**src/rtl/timer_counter_if.sv**
```systemverilog
// timer_counter_if: CPU data-bus port of the countdown timer (word address, byte-enabled write, combinational read).
interface timer_counter_if;
    logic [1:0]  addr;
    logic        we;
    logic [3:0]  byteen;
    logic [31:0] wdata;
    logic [31:0] rdata;
    modport master (output addr, we, byteen, wdata, input rdata);
    modport slave  (input addr, we, byteen, wdata, output rdata);
endinterface

```
**src/rtl/timer_counter.sv**
```systemverilog
// timer_counter: memory-mapped countdown timer (CTRL/PRESET/COUNT/PRESCALE) with masked irq.
// Optional feature TIMER_PRESCALE_EN adds the PRESCALE register and a per-tick prescaler.
module timer_counter #(
    parameter int PRESCALE_W = 8
) (
    input  logic           clk,
    input  logic           reset,
    timer_counter_if.slave bus,
    output logic           irq
);
    typedef enum logic [1:0] {IDLE, LOAD, CNT, INT} state_t;
    state_t                state_q, state_d;
    logic [3:0]            ctrl_q, ctrl_d, ctrl_base;
    logic [31:0]           preset_q, preset_d, count_q, count_d, mask;
    logic                  irq_flag_q, irq_flag_d;
    logic                  en, auto_reload, ctrl_wr, tick;
    logic [PRESCALE_W-1:0] prescale_rd;
    assign mask        = {{8{bus.byteen[3]}}, {8{bus.byteen[2]}}, {8{bus.byteen[1]}}, {8{bus.byteen[0]}}};
    assign en          = ctrl_q[0];
    assign auto_reload = ctrl_q[2:1] == 2'b01;
    assign ctrl_wr     = bus.we && bus.addr == 2'd0 && |bus.byteen;
`ifdef TIMER_PRESCALE_EN
    logic [PRESCALE_W-1:0] prescale_q, prescale_d, psc_q, psc_d;
    // A tick fires on the first CNT cycle after LOAD and then every PRESCALE+1 cycles.
    assign tick        = psc_q == '0;
    assign prescale_rd = prescale_q;
    always_comb begin
        prescale_d = (bus.we && bus.addr == 2'd3) ?
                     (prescale_q & ~mask[PRESCALE_W-1:0]) | (bus.wdata[PRESCALE_W-1:0] & mask[PRESCALE_W-1:0]) :
                     prescale_q;
        psc_d = (state_q == LOAD || state_q == INT) ? '0 :
                (state_q == CNT && en) ? (psc_q == prescale_q ? '0 : psc_q + 1'b1) : psc_q;
    end
    always_ff @(posedge clk) begin
        if (reset) begin
            prescale_q <= '0;
            psc_q      <= '0;
        end else begin
            prescale_q <= prescale_d;
            psc_q      <= psc_d;
        end
    end
`else
    assign tick        = 1'b1;
    assign prescale_rd = '0;
`endif
    always_comb begin
        state_d    = state_q;
        count_d    = count_q;
        ctrl_base  = ctrl_q;
        irq_flag_d = irq_flag_q & ~(auto_reload | ctrl_wr);
        case (state_q)
            IDLE: state_d = en ? LOAD : IDLE;
            LOAD: begin
                count_d = preset_q;
                state_d = CNT;
            end
            CNT: begin
                if (!en)
                    state_d = IDLE;
                else if (tick && count_q == 32'd0)
                    state_d = INT;
                else if (tick)
                    count_d = count_q - 32'd1;
            end
            INT: begin
                // Setting the flag takes priority over a same-cycle CTRL write clearing it.
                irq_flag_d   = 1'b1;
                state_d      = auto_reload ? LOAD : IDLE;
                ctrl_base[0] = auto_reload;
            end
            default: state_d = IDLE;
        endcase
        ctrl_d   = ctrl_wr ? (ctrl_base & ~mask[3:0]) | (bus.wdata[3:0] & mask[3:0]) : ctrl_base;
        preset_d = (bus.we && bus.addr == 2'd1) ? (preset_q & ~mask) | (bus.wdata & mask) : preset_q;
    end
    always_ff @(posedge clk) begin
        if (reset) begin
            state_q    <= IDLE;
            ctrl_q     <= '0;
            preset_q   <= '0;
            count_q    <= '0;
            irq_flag_q <= 1'b0;
        end else begin
            state_q    <= state_d;
            ctrl_q     <= ctrl_d;
            preset_q   <= preset_d;
            count_q    <= count_d;
            irq_flag_q <= irq_flag_d;
        end
    end
    always_comb begin
        bus.rdata = bus.addr == 2'd0 ? {28'd0, ctrl_q} :
                    bus.addr == 2'd1 ? preset_q :
                    bus.addr == 2'd2 ? count_q : 32'(prescale_rd);
    end
    assign irq = irq_flag_q & ctrl_q[3];
endmodule
```
**src/flat_wrapper.sv**
```systemverilog
// flat-port wrapper written by rule: the top's interface ports become plain ports
module timer_counter_flat 
#(
    parameter int PRESCALE_W = 8
)
  (clk, reset, irq, bus_addr, bus_we, bus_byteen, bus_wdata, bus_rdata);
  timer_counter_if bus_i ();
  input  logic clk;
  input  logic reset;
  output logic irq;
  input wire logic [$bits(bus_i.addr)-1:0] bus_addr;
  input wire logic [$bits(bus_i.we)-1:0] bus_we;
  input wire logic [$bits(bus_i.byteen)-1:0] bus_byteen;
  input wire logic [$bits(bus_i.wdata)-1:0] bus_wdata;
  output wire logic [$bits(bus_i.rdata)-1:0] bus_rdata;
  assign bus_i.addr = bus_addr;
  assign bus_i.we = bus_we;
  assign bus_i.byteen = bus_byteen;
  assign bus_i.wdata = bus_wdata;
  assign bus_rdata = bus_i.rdata;
  timer_counter #(.PRESCALE_W(PRESCALE_W)) u_core (.clk(clk), .reset(reset), .bus(bus_i), .irq(irq));
endmodule
```
**config.mk**
```make
export PLATFORM = sky130hd
export DESIGN_NAME = timer_counter_flat
export DESIGN_NICKNAME = d
export VERILOG_FILES = /design/src/rtl/timer_counter_if.sv /design/src/rtl/timer_counter.sv /design/src/flat_wrapper.sv
export SDC_FILE = /design/constraint.sdc
export NUM_CORES = 1
export LEC_CHECK = 0
export ABC_AREA = 1
export BUFFER_PORTS_ARGS = -buffer_cell sky130_fd_sc_hd__buf_2
export CORE_UTILIZATION = 25
export DETAILED_ROUTE_END_ITERATION = 8
export MAX_ROUTING_LAYER = met4
export PLACE_DENSITY_LB_ADDON = 0.3
export SLEW_MARGIN = 15
export SYNTH_ARGS = -nofsm -noshare
export SYNTH_HDL_FRONTEND = slang
export SYNTH_SLANG_ARGS = --single-unit
```
**constraint.sdc**
```tcl
create_clock -name clk -period 1.6 [get_ports clk]
set_input_delay 0.16 -clock clk [delete_from_list [all_inputs] [get_ports clk]]
set_output_delay 0.16 -clock clk [all_outputs]
set_load 0.01 [all_outputs]
```
==> flow_metrics.py, run 1 <==
metrics = {
    "status": {
        "status": "complete, but fails checks",
        "violations": "negative setup slack",
    },
    "synthesis": {
        "yosys-mux-area-fraction_pct": 0,
        "synth_xor_area_share_pct": 0.4060,
        "synth_common_cells": "nand2_1, nor2_1, inv_1",
        "synth_top_cell_area_share_pct": 32.95,
        "synthSimpleGateAreaFrac_pct": 35.21,
        "syn_area_sq_mm": 0.004314,
        "yosys.area_share.adder_pct": 1.160,
        "syn_area_per_cell_sq_um": 5.967,
        "async_reset_ff_share_pct": 0,
        "yosys_warnings": 0,
        "synth-compound-area-share_pct": 17.87,
        "synthCells": 723,
        "synth_seq_cells": 71,
        "synth_top_family_by_area": "simple AND/OR/NAND/NOR gates",
        "yosysMostFrequentCell": "nand2_1",
        "synth_nets": 768,
        "yosysSeqAreaShare_pct": 32.95,
        "synth.area.top_cells": "dfxtp_1, nand2_1, nor2_1",
        "synth_edf_count": 0,
        "ys.flop_type": "dfxtp_1",
        "yosysTopAreaCell": "dfxtp_1",
        "synthDistinctLibCells": 27,
    },
    "global_routing": {
        "grt-ovfl-total": 0,
        "antenna_found_initial": 0,
        "grt_max_degree": 40,
        "grt_pass1_vias": 4557,
        "grt_pass1_wl_mm": 23.11,
        "track_usage_pct": 17.25,
    },
    "critical_path": {
        "cp-end-kind": "flip-flop",
        "r2r-start": "u_core.count_q[1]",
        "arrival_ns": 1.90,
        "r2r_setup_slack_ns": -0.05,
        "crit_required_ns": 1.85,
        "cp-start-kind": "flip-flop",
        "crit_end": "u_core.count_q[24]",
        "path_class": "flip-flop to flip-flop",
        "regToRegEndpoint": "u_core.count_q[24]",
        "path_max_fanout": 6,
        "worstSetupStartpoint": "u_core.count_q[1]",
        "reg2regPathDepth": 13,
    },
    "power_and_ir_drop": {
        "pwr-share-seq_pct": 34.2,
        "pwr-share-comb_pct": 28.1,
        "p_sw_share_pct": 31.48,
        "internal_power_mw": 3.753,
        "ir_worst_vdd_uv": 575.6,
        "p_clk_share_pct": 37.7,
        "p_total_mw": 5.478,
        "p_per_area_mw_per_mm2": 878.8,
        "p_sw_mw": 1.725,
        "p_leak_nw": 3.045,
    },
    "routing": {
        "route.detailed.drc": 0,
        "viasPerCell": 4.567,
        "routed_wl_mm": 14.93,
        "route.vias.total": 4996,
        "ant_nets": 0,
        "first_iter_violations": 246,
        "avgRoutedWirePerCell_um": 13.65,
        "dr.pass1.iters": 5,
    },
    "clock_tree": {
        "cts_hold_buf": 0,
        "cts_buffers": 9,
        "htreeDepth": 3,
        "insertion_delay_ns": 0.35,
        "ctsLongestPathBuffers": 2,
        "cts_tree": "done",
        "clk_pin_slew_ns": 0.06,
        "cts_root_buffer": "clkbuf_16",
        "cts_sinks": 71,
    },
    "sta": {
        "max_freq_mhz": 605.2,
        "hold_viol": 0,
        "maxSlewViolCount": 0,
        "maxSlewHeadroom_pct": 70.91,
        "fin_skew_ns": 0.006612,
        "setup_ws_ns": -0.05232,
        "setup_viol_count_final": 12,
        "rsz0062_at_grt": "yes",
        "worst_pin_slew_ns": 0.4364,
        "setup_tns_ns": -0.1956,
        "fin_crit_ns": 1.652,
        "period_share_pct": 103.3,
    },
    "die": {
        "die_x_um": 133.4,
        "rows": 47,
        "die_h_um": 133.4,
        "core_area_sq_mm": 0.01670,
        "die_area_sq_mm": 0.01779,
        "ios": 74,
        "start_util_pct": 25.83,
    },
    "placement": {
        "gp_congestion": 0.9120,
        "place_area_sq_mm": 0.005389,
        "dp_hpwl_mm": 10.75,
        "portBuffers": 73,
        "pre_cts_ws_ns": -0.1395,
    },
    "finish": {
        "drive_gt1_share_pct": 32.15,
        "area_growth_syn_to_layout_pct": 44.49,
        "fin_nets": 915,
        "fin_area_sq_mm": 0.006233,
        "antennaDiodeCount": 0,
    },
    "flow_run": {
        "maxCapViolCount": 0,
    },
    "hold_path": {
        "hold_path.class": "primary input to flip-flop",
    },
}
cells in the final DEF (no fill, tap or decap), types with 33 or more instances in the layout:
cell type,n
buf_4,77
nand2_2,33
buf_2,73
nor2_1,87
inv_1,90
o21ai_0,62
nand3_1,37
nand2_1,153
a21oi_1,46
dfxtp_1,67
nor2_2,37
cell families (layout without fill, tap and decap cells):
family                   after synthesis  in the layout
AO/OA/AOI/OAI                        144            144
XOR/XNOR                               2              2
adder cells (fa/ha/maj)                4              4
buffers and inverters                128            278
flip-flops                            71             71
AND/OR/NAND/NOR                      374            375
through the flow:
step,hold slack (ns),util (%),std cells
CTS,0.01550,35.44,1087
detailed placement,0.3835,32.27,1060
finish,0.02224,37.32,1094
global placement,0.3811,32.27,1060
floorplan,0.2291,-,723
global route,0.01552,37.32,1094
power by group through the flow:
stage | registers [mW] | logic, mW | clock network, mW
3_3_place_gp | 1.90 | 1.31 | 0
4_1_cts | 1.87 | 1.41 | 2.11
3_5_place_dp | 1.90 | 1.32 | 0
5_1_grt | 1.88 | 1.71 | 2.19
6_report | 1.87 | 1.54 | 2.07
2_1_floorplan | 1.90 | 0.777 | 0
critical path, cell delays in order (launching register included):
cell and delay, ns:
dfxtp_2 0.33, inv_2 0.07, ha_4 0.17, nand2_4 0.06
nor2_4 0.11, nand2_2 0.07, nor2_4 0.12, nand2_4 0.09
nand3_4 0.14, buf_12 0.14, buf_16 0.12, nand2_2 0.04
nand2_1 0.05, nor2_1 0.04
worst min path at each step:
stage | start | endpoint | slack (ns) | depth (start not counted)
final | reset | u_core.state_q[1] | 0.02 | 2
after global routing | reset | u_core.state_q[1] | 0.02 | 2
after detailed placement | reset | u_core.state_q[1] | 0.38 | 2
after CTS | reset | u_core.state_q[1] | 0.02 | 2
after global placement | reset | u_core.state_q[1] | 0.38 | 2
after floorplan | reset | u_core.irq_flag_q | 0.23 | 1
metal layers:
metal	global-route usage [%]	share of wire, %
met1	22.35	48
met2	26.79	45
met3	3.082	5.0
met4	6.187	1.8
met5	-	0
area by class of cell:
| class | count | area, sq um |
|---|---|---|
| Clock inverter | 3 | 42.54 |
| Sequential cell | 71 | 1426 |
| Timing Repair Buffer | 164 | 1202 |
| Clock buffer | 12 | 256.5 |
| Multi-Input combinational cell | 525 | 2654 |
| Inverter | 99 | 376.6 |
| Fill cell | 1872 | 10470 |
| Tap cell | 220 | 275.3 |
repair_timing:
action	CTS	global route
pin swaps	16	22
setup endpoints to repair	32	34
buffers inserted	10	3
hold endpoints to repair	0	0
gates resized for setup	32	82
cloned	2	5
Power figures use the tool's default switching activity.
==> run 2, diff against run 1 <==
==> constraint.sdc (replaced) <==
create_clock -name clk -period 2.1 [get_ports clk]
set_input_delay 0.21 -clock clk [delete_from_list [all_inputs] [get_ports clk]]
set_output_delay 0.21 -clock clk [all_outputs]
set_load 0.01 [all_outputs]
==> run 2 against run 1 <==
Against the previous run:
- clock power down 25%
- critical path depth unchanged
- via count down 9.0%
- sequential share of layout area up 4.1 points
- first-iteration DRC count up 3.7%
- clock skew up 0.0017 ns
- register-to-register slack better by 0.27 ns
- largest cell class unchanged
- non-clock buffer count down 75
- the run now ends clean
- routed wire length down 11%
- die area unchanged
- combinational power down 45%
==> flow_metrics.py, run 2 (synthesis gave the netlist of run 1 again) <==
metrics = {
    "routing": {
        "met1_length_mm": 6.880,
        "first_iter_violations": 255,
        "met2_length_mm": 5.779,
        "route.detailed.drc": 0,
        "dr.max_layer_used": "met4",
        "routed_wl_mm": 13.36,
        "avgRoutedWirePerCell_um": 13.12,
        "dr.pass1.iters": 5,
        "viasPerCell": 4.468,
        "wl_met3_um": 565,
        "ant_nets": 0,
        "route.vias.total": 4548,
    },
    "sta": {
        "max_freq_mhz": 532.6,
        "fin_crit_ns": 1.878,
        "setup_tns_ns": 0,
        "maxSlewViolCount": 0,
        "period_share_pct": 89.41,
        "maxSlewHeadroom_pct": 61.55,
        "hold_viol": 0,
        "rsz0062_at_grt": "no",
        "whs_ns": 0.07038,
        "worst_pin_slew_ns": 0.5753,
        "fin_skew_ns": 0.008339,
        "setup_viol_count_final": 0,
    },
    "clock_tree": {
        "cts_sinks": 71,
        "cts_root_buffer": "clkbuf_16",
        "insertion_delay_ns": 0.34,
        "cts_buffers": 9,
        "cts_tree": "done",
        "cts_resized": 0,
        "cts_hold_buf": 0,
        "clk_pin_slew_ns": 0.06,
        "htreeDepth": 3,
        "ctsLongestPathBuffers": 2,
    },
    "critical_path": {
        "reg2regPathDepth": 13,
        "arrival_ns": 2.16,
        "path_max_fanout": 25,
        "cpMostUsedCell": "nand2_2",
        "crit_required_ns": 2.38,
        "path_class": "flip-flop to flip-flop",
        "slowest_delay_ns": 0.34,
        "cp-end-kind": "flip-flop",
        "crit_chain": "inv_1 > ha_1 > nand2_2 > nor2_4 > nand2_2 > nor2_4 > nand2_2 > nand3_4 > buf_12 > inv_2 > nand2_1 > nand2_1 > nor2_1",
        "cp-start-kind": "flip-flop",
        "critical-path-slowest-cell": "dfxtp_1",
    },
    "global_routing": {
        "track_usage_pct": 15.90,
        "grt_pass1_vias": 4188,
        "grt_pass1_wl_mm": 21.54,
        "grt-ovfl-total": 0,
        "antenna_found_initial": 0,
        "grt_max_degree": 62,
    },
    "placement": {
        "place_area_sq_mm": 0.004961,
        "dp_hpwl_mm": 10.08,
        "gp_congestion": 0.8789,
        "dpl.cell_count": 1003,
        "portBuffers": 73,
    },
    "die": {
        "core_area_sq_mm": 0.01670,
        "ios": 74,
        "die_area_sq_mm": 0.01779,
        "start_util_pct": 25.83,
        "rows": 47,
        "die_x_um": 133.4,
        "die_h_um": 133.4,
    },
    "finish": {
        "fillCellCount": 1917,
        "finalNonFillerCells": 1018,
        "layout_commonest_cell": "nand2_1",
        "area_growth_syn_to_layout_pct": 21.93,
        "drive_gt1_share_pct": 14.16,
        "final_cell_mix": "nand2_1, nor2_1, inv_1",
        "multiInputGateArea_sq_mm": 0.002357,
        "register_area_sq_mm": 0.001421,
        "fin_nets": 839,
        "fin_area_sq_mm": 0.005260,
        "antennaDiodeCount": 0,
    },
    "hold_path": {
        "whs_path_depth": 2,
        "hold_path.class": "primary input to flip-flop",
    },
    "flow_run": {
        "maxCapViolCount": 0,
    },
    "power_and_ir_drop": {
        "p_per_area_mw_per_mm2": 731.1,
        "ir_worst_vdd_uv": 364.5,
        "p_leak_nw": 2.580,
        "p_total_mw": 3.845,
    },
    "status": {
        "status": "complete, no violations",
    },
}
[run 2: changes by cell type in the layout (fill, tap and decap cells not counted), sizes merged]
cell,before,now
buf,161,89
clkbuf,15,12
nand3,40,39
[run 2: final cells by class]
type                    instances  area share, %
multi-input cells             524          44.81
flip-flops and latches         71          27.02
repair buffers                 89          10.18
inverters                      99          7.065
well taps                     220          5.233
clock buffers                  12          4.876
clock inverters                 3         0.8088
[run 2: per-layer routing]
layer  vias to the layer above  track usage (%)
met5                         -                -
met4                         0            3.851
met3                         9            3.615
met2                        88            23.32
met1                      2011            21.91
li1                       2440                -
[run 2: final timing paths]
kind | startpoint | to | slack [ns]
min reg2reg | flip-flop | flip-flop | 0.47
min | reset | u_core.state_q[1] | 0.07
max | u_core.count_q[0] | u_core.count_q[28] | 0.22
max reg2reg | u_core.count_q[0] | u_core.count_q[28] | 0.22
[run 2: per-stage QoR]
step	setup slack [ns]	util (%)
after floorplan	0.4076	-
after global routing	0.02131	31.50
after detailed placement	0.2039	29.70
final	0.2224	31.50
after CTS	0.1785	31.50
after global placement	0.2603	29.70
[run 2: report_power, final]
| part | internal, mW | leakage [nW] | switching (mW) | total (mW) |
|---|---|---|---|---|
| logic | 0.291 | 1.86 | 0.559 | 0.850 |
| registers | 1.40 | 0.576 | 0.0368 | 1.43 |
| clock network | 0.976 | 0.145 | 0.586 | 1.56 |
| total | 2.66 | 2.58 | 1.18 | 3.85 |
[run 2: critical path: cells and delay by family (launching register included)]
family	cells	cell delay, ns
and+or+nand+nor	9	0.90
DFF	1	0.34
buffers and inverters	3	0.34
adders and majority gates	1	0.22
[run 2: timing repair]
item	CTS	global route
setup endpoints to repair	0	2
hold endpoints to repair	0	0
setup buffers	0	0
